## src/rtl/switch_pkt_framer.sv

```systemverilog
// switch_pkt_framer
//   Buffers payload bytes from a producer and, on a send command, drives one
//   framed switch packet onto packet_valid/data: DA, LEN, payload bytes,
//   then a parity byte (packet_valid low), followed by an IPG-cycle idle gap.
//
// Ports:
//   clock, reset         - rising-edge clock, synchronous active-high reset
//   pl_wr_en, pl_wr_data - payload byte write into the buffer
//   pl_full, pl_count    - buffer cannot accept a write / bytes buffered
//   send, send_da        - start-packet request and its destination address
//   busy                 - packet or inter-packet gap in progress
//   err_len              - one-cycle pulse: send rejected, buffer empty
//   pkt_sent             - one-cycle pulse on the parity cycle
//   packet_valid, data   - switch input bus
module switch_pkt_framer #(
    parameter int unsigned MAX_LEN = 64,
    parameter int unsigned IPG     = 2
) (
    input  logic       clock,
    input  logic       reset,
    input  logic       pl_wr_en,
    input  logic [7:0] pl_wr_data,
    output logic       pl_full,
    output logic [7:0] pl_count,
    input  logic       send,
    input  logic [7:0] send_da,
    output logic       busy,
    output logic       err_len,
    output logic       pkt_sent,
    output logic       packet_valid,
    output logic [7:0] data
);

    localparam int unsigned AW       = (MAX_LEN > 1) ? $clog2(MAX_LEN) : 1;
    localparam logic [7:0]  MAX_LEN_B = 8'(MAX_LEN);
    localparam logic [3:0]  IPG_LAST  = 4'(IPG - 1);

    // state_q names the byte currently on the bus (outputs are registered
    // alongside the state, so each state's bus value is computed on entry).
    typedef enum logic [2:0] {
        S_IDLE,
        S_DA,
        S_LEN,
        S_PAYLOAD,
        S_PARITY,
        S_GAP
    } state_t;

    state_t     state_q, state_d;
    logic [7:0] buf_q [MAX_LEN];
    logic [7:0] buf_d [MAX_LEN];
    logic [7:0] count_q, count_d;
    logic [7:0] len_q, len_d;
    logic [7:0] rd_q, rd_d;
    logic [3:0] gap_q, gap_d;
    logic [7:0] parity_q, parity_d;
    logic [7:0] data_q, data_d;
    logic       pv_q, pv_d;
    logic       busy_q, busy_d;
    logic       full_q, full_d;
    logic       err_q, err_d;
    logic       sent_q, sent_d;

    logic          send_ok;
    logic          wr_ok;
    logic [AW-1:0] wr_idx;
    logic [AW-1:0] rd_idx;

    always_comb begin
        send_ok = (state_q == S_IDLE) && send && (count_q != 8'd0);
        // An accepted send wins over a same-cycle write so LEN is stable.
        wr_ok   = pl_wr_en && !full_q && !send_ok;
        wr_idx  = count_q[AW-1:0];
        rd_idx  = rd_q[AW-1:0];

        buf_d    = buf_q;
        count_d  = count_q;
        state_d  = state_q;
        len_d    = len_q;
        rd_d     = rd_q;
        gap_d    = gap_q;
        parity_d = parity_q;
        data_d   = '0;
        pv_d     = 1'b0;
        err_d    = 1'b0;
        sent_d   = 1'b0;

        if (wr_ok) begin
            buf_d[wr_idx] = pl_wr_data;
            count_d       = count_q + 8'd1;
        end

        case (state_q)
            S_IDLE: begin
                parity_d = '0;
                if (send) begin
                    if (send_ok) begin
                        state_d  = S_DA;
                        len_d    = count_q;
                        data_d   = send_da;
                        pv_d     = 1'b1;
                        parity_d = send_da;
                    end else begin
                        err_d = 1'b1;
                    end
                end
            end
            S_DA: begin
                state_d  = S_LEN;
                data_d   = len_q;
                pv_d     = 1'b1;
                parity_d = parity_q ^ len_q;
                rd_d     = '0;
            end
            S_LEN, S_PAYLOAD: begin
                // LEN always has at least one payload byte to follow.
                if (state_q == S_LEN || rd_q != len_q) begin
                    state_d  = S_PAYLOAD;
                    data_d   = buf_q[rd_idx];
                    pv_d     = 1'b1;
                    parity_d = parity_q ^ buf_q[rd_idx];
                    rd_d     = rd_q + 8'd1;
                end else begin
                    state_d = S_PARITY;
                    data_d  = parity_q;
                    sent_d  = 1'b1;
                    count_d = '0;
                end
            end
            S_PARITY: begin
                state_d = S_GAP;
                gap_d   = '0;
            end
            S_GAP: begin
                if (gap_q == IPG_LAST) begin
                    state_d = S_IDLE;
                end else begin
                    gap_d = gap_q + 4'd1;
                end
            end
            default: begin
                state_d = S_IDLE;
            end
        endcase

        busy_d = (state_d != S_IDLE);
        full_d = (count_d == MAX_LEN_B) || busy_d;
    end

    always_ff @(posedge clock) begin
        // Buffer contents need no reset: pl_count=0 makes them unreachable.
        buf_q <= buf_d;
        if (reset) begin
            state_q  <= S_IDLE;
            count_q  <= '0;
            len_q    <= '0;
            rd_q     <= '0;
            gap_q    <= '0;
            parity_q <= '0;
            data_q   <= '0;
            pv_q     <= 1'b0;
            busy_q   <= 1'b0;
            full_q   <= 1'b0;
            err_q    <= 1'b0;
            sent_q   <= 1'b0;
        end else begin
            state_q  <= state_d;
            count_q  <= count_d;
            len_q    <= len_d;
            rd_q     <= rd_d;
            gap_q    <= gap_d;
            parity_q <= parity_d;
            data_q   <= data_d;
            pv_q     <= pv_d;
            busy_q   <= busy_d;
            full_q   <= full_d;
            err_q    <= err_d;
            sent_q   <= sent_d;
        end
    end

    assign pl_full      = full_q;
    assign pl_count     = count_q;
    assign busy         = busy_q;
    assign err_len      = err_q;
    assign pkt_sent     = sent_q;
    assign packet_valid = pv_q;
    assign data         = data_q;

endmodule

```

## config.mk

```make
export PLATFORM = sky130hd
export DESIGN_NAME = switch_pkt_framer
export DESIGN_NICKNAME = d
export VERILOG_FILES = /design/src/rtl/switch_pkt_framer.sv
export SDC_FILE = /design/constraint.sdc
export NUM_CORES = 1
export LEC_CHECK = 0
export BUFFER_PORTS_ARGS = -buffer_cell sky130_fd_sc_hd__buf_2
export CAP_MARGIN = 20
export CORE_MARGIN = 5
export CORE_UTILIZATION = 45
export CTS_BUF_LIST = sky130_fd_sc_hd__clkbuf_8
export DETAILED_ROUTE_END_ITERATION = 12
export GPL_TIMING_DRIVEN = 1
export PLACE_DENSITY_LB_ADDON = 0.2
export SYNTH_ARGS = -nofsm -noshare
export SYNTH_HDL_FRONTEND = slang
export SYNTH_SLANG_ARGS = --single-unit
```

## constraint.sdc

```tcl
create_clock -name clock -period 5.7 [get_ports clock]
set_input_delay 0.57 -clock clock [delete_from_list [all_inputs] [get_ports clock]]
set_output_delay 0.57 -clock clock [all_outputs]
set_load 0.1 [all_outputs]
```

==> results of run 1 <==
[registers in the layout, summed over array words and instances, names as in the netlist, 3 cells and up]
signal and cells:
rd_q 8, len_q 8, data 8, state_q 3, parity_q 8, pl_count 8, gap_q 4, buf_q 512
[layout make-up]
type / count / area [sq um]
Multi-Input combinational cell: 724 / 5960
Timing Repair Buffer: 59 / 372
Clock inverter: 71 / 307
Fill cell: 4205 / 25200
Tap cell: 672 / 841
Sequential cell: 564 / 16400
Antenna cell: 1 / 2.50
Inverter: 12 / 45.0
Clock buffer: 90 / 1240
[worst min-delay path, delay by kind of cell]
family | cells | cell delay (ns)
AOI/OAI and AO/OA | 2 | 0.19
buffers and inverters | 1 | 0.09
[Yosys cell counts (8+ instances only)]
cell type	n
a21oi_1	45
a221o_1	8
a221oi_1	8
a22o_1	21
a22oi_1	19
a31oi_1	15
buf_2	14
buf_4	13
buf_6	12
clkbuf_1	29
dfxtp_1	52
edfxtp_1	512
inv_1	12
mux2i_1	146
mux4_2	65
nand2_1	63
nand3_1	13
nor2_1	136
nor3_1	11
nor4_1	9
o21ai_0	20
o22ai_1	22
or2_2	10
or3_1	8
xnor2_1	17
[final timing paths]
path | start | endpoint | slack, ns
setup / recovery | pl_count[3]$_SDFF_PP0_ | buf_q[480]$_DFFE_PP_ | 1.82
hold / removal | send_da[2] | data[2]$_SDFF_PP0_ | 0.23
setup reg to reg | pl_count[3]$_SDFF_PP0_ | buf_q[480]$_DFFE_PP_ | 1.82
hold reg to reg | pl_count[7]$_SDFF_PP0_ | len_q[7]$_SDFFE_PP0P_ | 0.50
[cell families after synthesis]
| family | Yosys count | synth area share, % |
|---|---|---|
| flip-flops | 564 | 71.5 |
| AND/OR/NAND/NOR | 292 | 5.99 |
| multiplexers | 213 | 12.9 |
| AO/OA/AOI/OAI | 190 | 5.84 |
| buffers and inverters | 91 | 2.62 |
| XOR/XNOR | 24 | 0.915 |
| adder cells (fa/ha/maj) | 5 | 0.272 |
[per-stage QoR]
| stage | setup slack [ns] | utilization (%) |
|---|---|---|
| 6_report | 1.82 | 50.0 |
| 5_1_grt | 1.73 | 50.0 |
| 4_1_cts | 1.89 | 50.0 |
| 3_5_place_dp | 1.93 | 46.9 |
| 3_3_place_gp | 2.06 | 46.9 |
| 2_1_floorplan | 2.33 | - |
[power groups by stage]
stage	combinational (uW)	sequential, uW	clock [uW]
2_1_floorplan	813	4940	0
3_3_place_gp	1200	4820	0
3_5_place_dp	1210	4820	0
4_1_cts	1210	4730	3100
5_1_grt	1280	4740	3300
6_report	1220	4730	3030
[routing by layer]
layer / share of wire [%] / global-route usage (%) / up-vias
li1: - / - / 5590
met1: 43 / 28.0 / 6319
met2: 47 / 30.3 / 522
met3: 7.1 / 3.62 / 100
met4: 2.8 / 6.65 / 0
met5: 0 / 0 / -
==> results_dict.tcl, run 1 <==
set metrics [dict create \
    final_cell_mix "512 x edfxtp_1, 146 x mux2i_1, 136 x nor2_1" \
    nets 1475 \
    post_cts_buffers 0 \
    synth_cell_types 72 \
    htree_num_levels 3 \
    dp_cells 2030 \
    die_w_um 236 \
    startpoint_type "flop" \
    crit_chain "or3_1 > o21a_1 > nor3b_4 > and2b_2 > nand3_2 > nor2_1" \
    cts_root_buf "clkbuf_8" \
    yosys.area.top_type_share_pct 66.9 \
    clkTransAtPathRegs_ns 0.06 \
    crit_fanout 20 \
    overflow 0 \
    max_stage_delay_ns 0.72 \
    syn_inst 1379 \
    fin_cells 2193 \
    seqPwrFrac_pct 52.7 \
    cp.arrival_ns 4.18 \
    grtUsageTotal_pct 19.5 \
    syn_avg_cell_area_sq_um 16.7 \
    hold_viol 0 \
    viasPerCell 5.71 \
    p_int_uw 6490 \
    synthesis.area_sq_mm 0.0230 \
    ant_nets 0 \
    ios 41 \
    ff2ff_path_depth 6 \
    power.static_leakage_uw 0.00776 \
    finalMaxSlewViolations 0 \
    setup_viol 0 \
    ys.flop_type "edfxtp_1" \
    post_drt_wl_per_cell_um 25.1 \
    coreArea_sq_mm 0.0504 \
    first_pass_iters 7 \
    worst_slew_pin_slew_ns 1.08 \
    ir_worst_vdd_mv 0.156 \
    hp-class "input port to flop" \
    slew_headroom_pct 27.1 \
    vias 12500 \
    die_h_um 236 \
    hold_depth 3 \
    drc 0 \
    slowest_stage "nor2_1" \
    max-clock-path-buffers 3 \
    status "completed" \
    synthesis.nets 1404 \
    yosysTopAreaCell "edfxtp_1" \
    clock_sinks 564 \
    cts-resized-gates 0 \
    synth.area.top_cells "edfxtp_1 67%, mux4_2 6.4%, mux2i_1 6.4%" \
    async_flop_share_pct 0 \
    layout_commonest_cell "edfxtp_1" \
    cts_inserted_buffers 89 \
    max_freq_mhz 258 \
    path_buf_inv 0 \
    design_power_total_uw 8980 \
    grt_max_degree 65 \
    antenna_found_initial 0 \
    syn_to_final_growth_pct 9.66 \
    final_cell_area_sq_mm 0.0252 \
    worstSetupPathType "flop to flop" \
    power_switching_uw 2490 \
    cp_top_family "simple AND/OR/NAND/NOR gates" \
    skew_ns 0.0251 \
    rows 82 \
    comb_power_share_pct 13.6 \
    cp_num_cells 6 \
    yosysWarningCount 0 \
    sw_frac_of_total_pct 27.7 \
    maxCapViolCount 0 \
    cp.required_ns 5.99 \
    clk_latency_ns 0.69 \
    powerDensity_mw_per_mm2 357 \
    grt_first_pass_wirelength_mm 81.4 \
    io_buffers 40 \
    cp-end-kind "flop" \
    synth-edff-count 512 \
    drt_iter0_drc 1345 \
    drive_above_1_share_pct 17.2 \
    cts_tree "built" \
    die_area_sq_mm 0.0557 \
    hpwlAfterDp_mm 33.7 \
    grt_pass1_vias 12500 \
    postPlaceCellArea_sq_mm 0.0236 \
    seq_area_frac_synth_pct 71.5 \
    pwr-share-clk_pct 33.8 \
    fin_setup_tns_ns 0 \
    ys_ff_latch 564 \
    ctsHoldBuffers 0 \
    start_util_pct 45.6 \
    routabilityCongestion 0.900 \
    finalCritPeriodShare_pct 68.1 \
    rsz0062_at_grt "no" \
    routed_wl_mm 55.0 \
    holdWs_ns 0.228 \
    period_needed_ns 3.88 \
]
(Power assumes the default switching activity.)
==> inputs of run 2 (changes only) <==
--- a/config.mk
+++ b/config.mk
@@ -5,6 +5,7 @@
 export SDC_FILE = /design/constraint.sdc
 export NUM_CORES = 1
 export LEC_CHECK = 0
+export ABC_AREA = 1
 export BUFFER_PORTS_ARGS = -buffer_cell sky130_fd_sc_hd__buf_2
 export CAP_MARGIN = 20
 export CORE_MARGIN = 5
==> constraint.sdc (replaced) <==
create_clock -name clock -period 3.8 [get_ports clock]
set_input_delay 0.38 -clock clock [delete_from_list [all_inputs] [get_ports clock]]
set_output_delay 0.38 -clock clock [all_outputs]
set_load 0.1 [all_outputs]
==> results_dict.tcl, run 2 <==
set metrics [dict create \
    power_switching_uw 4140 \
    skew_ns 0.0235 \
    finalMaxSlewViolations 0 \
    post-route-util_pct 50.3 \
    grt_first_pass_wirelength_mm 95.7 \
    max-clock-path-buffers 3 \
    synth_cell_types 35 \
    design_power_total_uw 14000 \
    p_int_uw 9860 \
    syn_avg_cell_area_sq_um 10.8 \
    worstSetupPathType "flop to flop" \
    crit_fanout 17 \
    postPlaceCellArea_sq_mm 0.0247 \
    syn_inst 2199 \
    cts_root_buf "clkbuf_8" \
    worst_slew_pin_slew_ns 1.11 \
    seq_area_frac_synth_pct 69.2 \
    synth.area.top_cells "edfxtp_1 65%, nand2_1 13%, nand3_1 7.5%" \
    fin_setup_tns_ns 0 \
    routed_wl_mm 63.4 \
    cts_inserted_buffers 91 \
    drc 0 \
    ys_ff_latch 564 \
    ant_nets 0 \
    status "completed" \
    drt_iter0_drc 1748 \
    startpoint "pl_count[0]$_SDFF_PP0_" \
    largest_reg_flops 512 \
    first_pass_iters 5 \
    setup_viol 0 \
    hold_viol 0 \
    die_h_um 240 \
    coreArea_sq_mm 0.0523 \
    clk_latency_ns 0.68 \
    synthesis.area_sq_mm 0.0237 \
    slew_headroom_pct 26.3 \
    place_ws_ns 0.404 \
    synth.cells.most_frequent "825 x nand2_1, 512 x edfxtp_1, 357 x nand3_1" \
    htree_num_levels 3 \
    n_fill_cell 4734 \
    final_cell_area_sq_mm 0.0263 \
    io_buffers 40 \
    yosysTopAreaCell "edfxtp_1" \
    seqPwrFrac_pct 50.2 \
    max_stage_delay_ns 0.85 \
    yosysWarningCount 0 \
    cp.required_ns 4.09 \
    r2r_start "pl_count[0]$_SDFF_PP0_" \
    die_w_um 240 \
    die_area_sq_mm 0.0574 \
    startpoint_type "flop" \
    cp-end-kind "flop" \
    cts-resized-gates 0 \
    final_cell_mix "825 x nand2_1, 512 x edfxtp_1, 357 x nand3_1" \
    hpwlAfterDp_mm 38.7 \
    finalCritPeriodShare_pct 91.3 \
    post_cts_buffers 0 \
    power.static_leakage_uw 0.00982 \
    largest_register "buf_q" \
    nets 2314 \
    fin_ws_ns 0.330 \
    antenna_found_initial 1 \
    ctsHoldBuffers 0 \
    maxCapViolCount 0 \
    cts_tree "built" \
    synthesis.nets 2224 \
    grt_pass1_vias 15600 \
    routabilityCongestion 0.911 \
    grtUsageTotal_pct 21.9 \
    vias 16500 \
    layout_commonest_cell "nand2_1" \
    yosys.area.top_type_share_pct 64.9 \
    sw_frac_of_total_pct 29.6 \
    drive_above_1_share_pct 11.2 \
    max_freq_mhz 288 \
    yosysMostFrequentCell "nand2_1" \
    hold_start "send_da[7]" \
    overflow 0 \
    rows 84 \
    viasPerCell 5.42 \
    period_needed_ns 3.47 \
    synth-edff-count 512 \
    start_util_pct 45.3 \
    ys.flop_type "edfxtp_1" \
    crit_chain "inv_1 > ha_1 > nand4_1 > nand2_2 > nand2_4 > inv_4 > nand2_2 > inv_1 > nand3_1 > nor2_1" \
    powerDensity_mw_per_mm2 531 \
    async_flop_share_pct 0 \
    hp-class "input port to flop" \
    ir_worst_vdd_mv 0.247 \
    clock_sinks 564 \
    grt_max_degree 185 \
    post_drt_wl_per_cell_um 20.8 \
    cp.arrival_ns 3.76 \
    rsz0062_at_grt "no" \
    syn_to_final_growth_pct 11.1 \
    ios 41 \
    slowest_stage "nor2_1" \
    clkTransAtPathRegs_ns 0.07 \
    comb_power_share_pct 15.8 \
    pwr-share-clk_pct 34.0 \
]
-- run 2: cell count changes in the layout (fill, tap and decap cells not counted), moves of 36 or more --
cell	before	now
a21oi_1	45	85
buf_4	16	67
mux2i_1	146	0
mux4_2	65	0
nand2_1	63	825
nand3_1	13	357
nor2_1	136	100
-- run 2: final timing paths --
path                            cells after the start                     to  slack [ns]
worst min register to register                      2  gap_q[1]$_SDFFE_PP0P_        0.50
worst max register to register                     10   buf_q[277]$_DFFE_PP_        0.33
worst min-delay path                                3     data[7]$_SDFF_PP0_        0.06
worst max-delay path                               10   buf_q[277]$_DFFE_PP_        0.33
-- run 2: through the flow --
| stage | hold WS (ns) | cells |
|---|---|---|
| after floorplan | 0.464 | 2199 |
| after global placement | 0.482 | 2884 |
| after detailed placement | 0.491 | 2884 |
| after CTS | 0.0218 | 3045 |
| after global routing | 0.0490 | 3046 |
| final | 0.0646 | 3046 |
-- run 2: cell type report --
class | count | area (sq um) | area share, %
well taps | 688 | 861 | 3.27
flip-flops and latches | 564 | 16400 | 62.3
clock buffers | 96 | 1320 | 5.02
clock inverters | 65 | 305 | 1.16
repair buffers | 110 | 763 | 2.90
inverters | 58 | 233 | 0.883
multi-input cells | 1464 | 6430 | 24.4
diodes | 1 | 2.50 | 0.00950
-- run 2: cell families (layout without fill, tap and decap cells) --
family | after synthesis | after routing | share of synthesized area (%)
AND/OR/NAND/NOR | 1328 | 1328 | 23.7
other | 0 | 1 | 0
buffers and inverters | 171 | 329 | 3.61
flip-flops | 564 | 564 | 69.2
XOR/XNOR | 9 | 9 | 0.333
adder cells (fa/ha/maj) | 5 | 5 | 0.264
AO/OA/AOI/OAI | 122 | 122 | 2.83
-- run 2: worst max-delay path, delay by kind of cell (launching register included) --
| family | cells | cell delay [ns] |
|---|---|---|
| flip-flops | 1 | 0.37 |
| adder cells (fa/ha/maj) | 1 | 0.19 |
| buffers and inverters | 3 | 0.41 |
| AND/OR/NAND/NOR | 6 | 2.08 |
-- run 2: power by group through the flow --
stage	clock network, uW	registers [uW]	logic (uW)
after floorplan	0	7380	1310
final	4750	7030	2220
after global routing	5160	7040	2420
after global placement	0	7150	2190
after CTS	4850	7030	2210
after detailed placement	0	7150	2210
-- run 2: metal layers --
layer | track usage, % | share of wire, % | up-vias | routed length [um]
met5 | 0 | 0 | - | 0
met2 | 33.8 | 46 | 628 | 29300
met4 | 6.97 | 2.8 | 0 | 1800
met3 | 4.89 | 7.9 | 104 | 5020
met1 | 31.3 | 43 | 8000 | 27300
li1 | - | - | 7764 | -
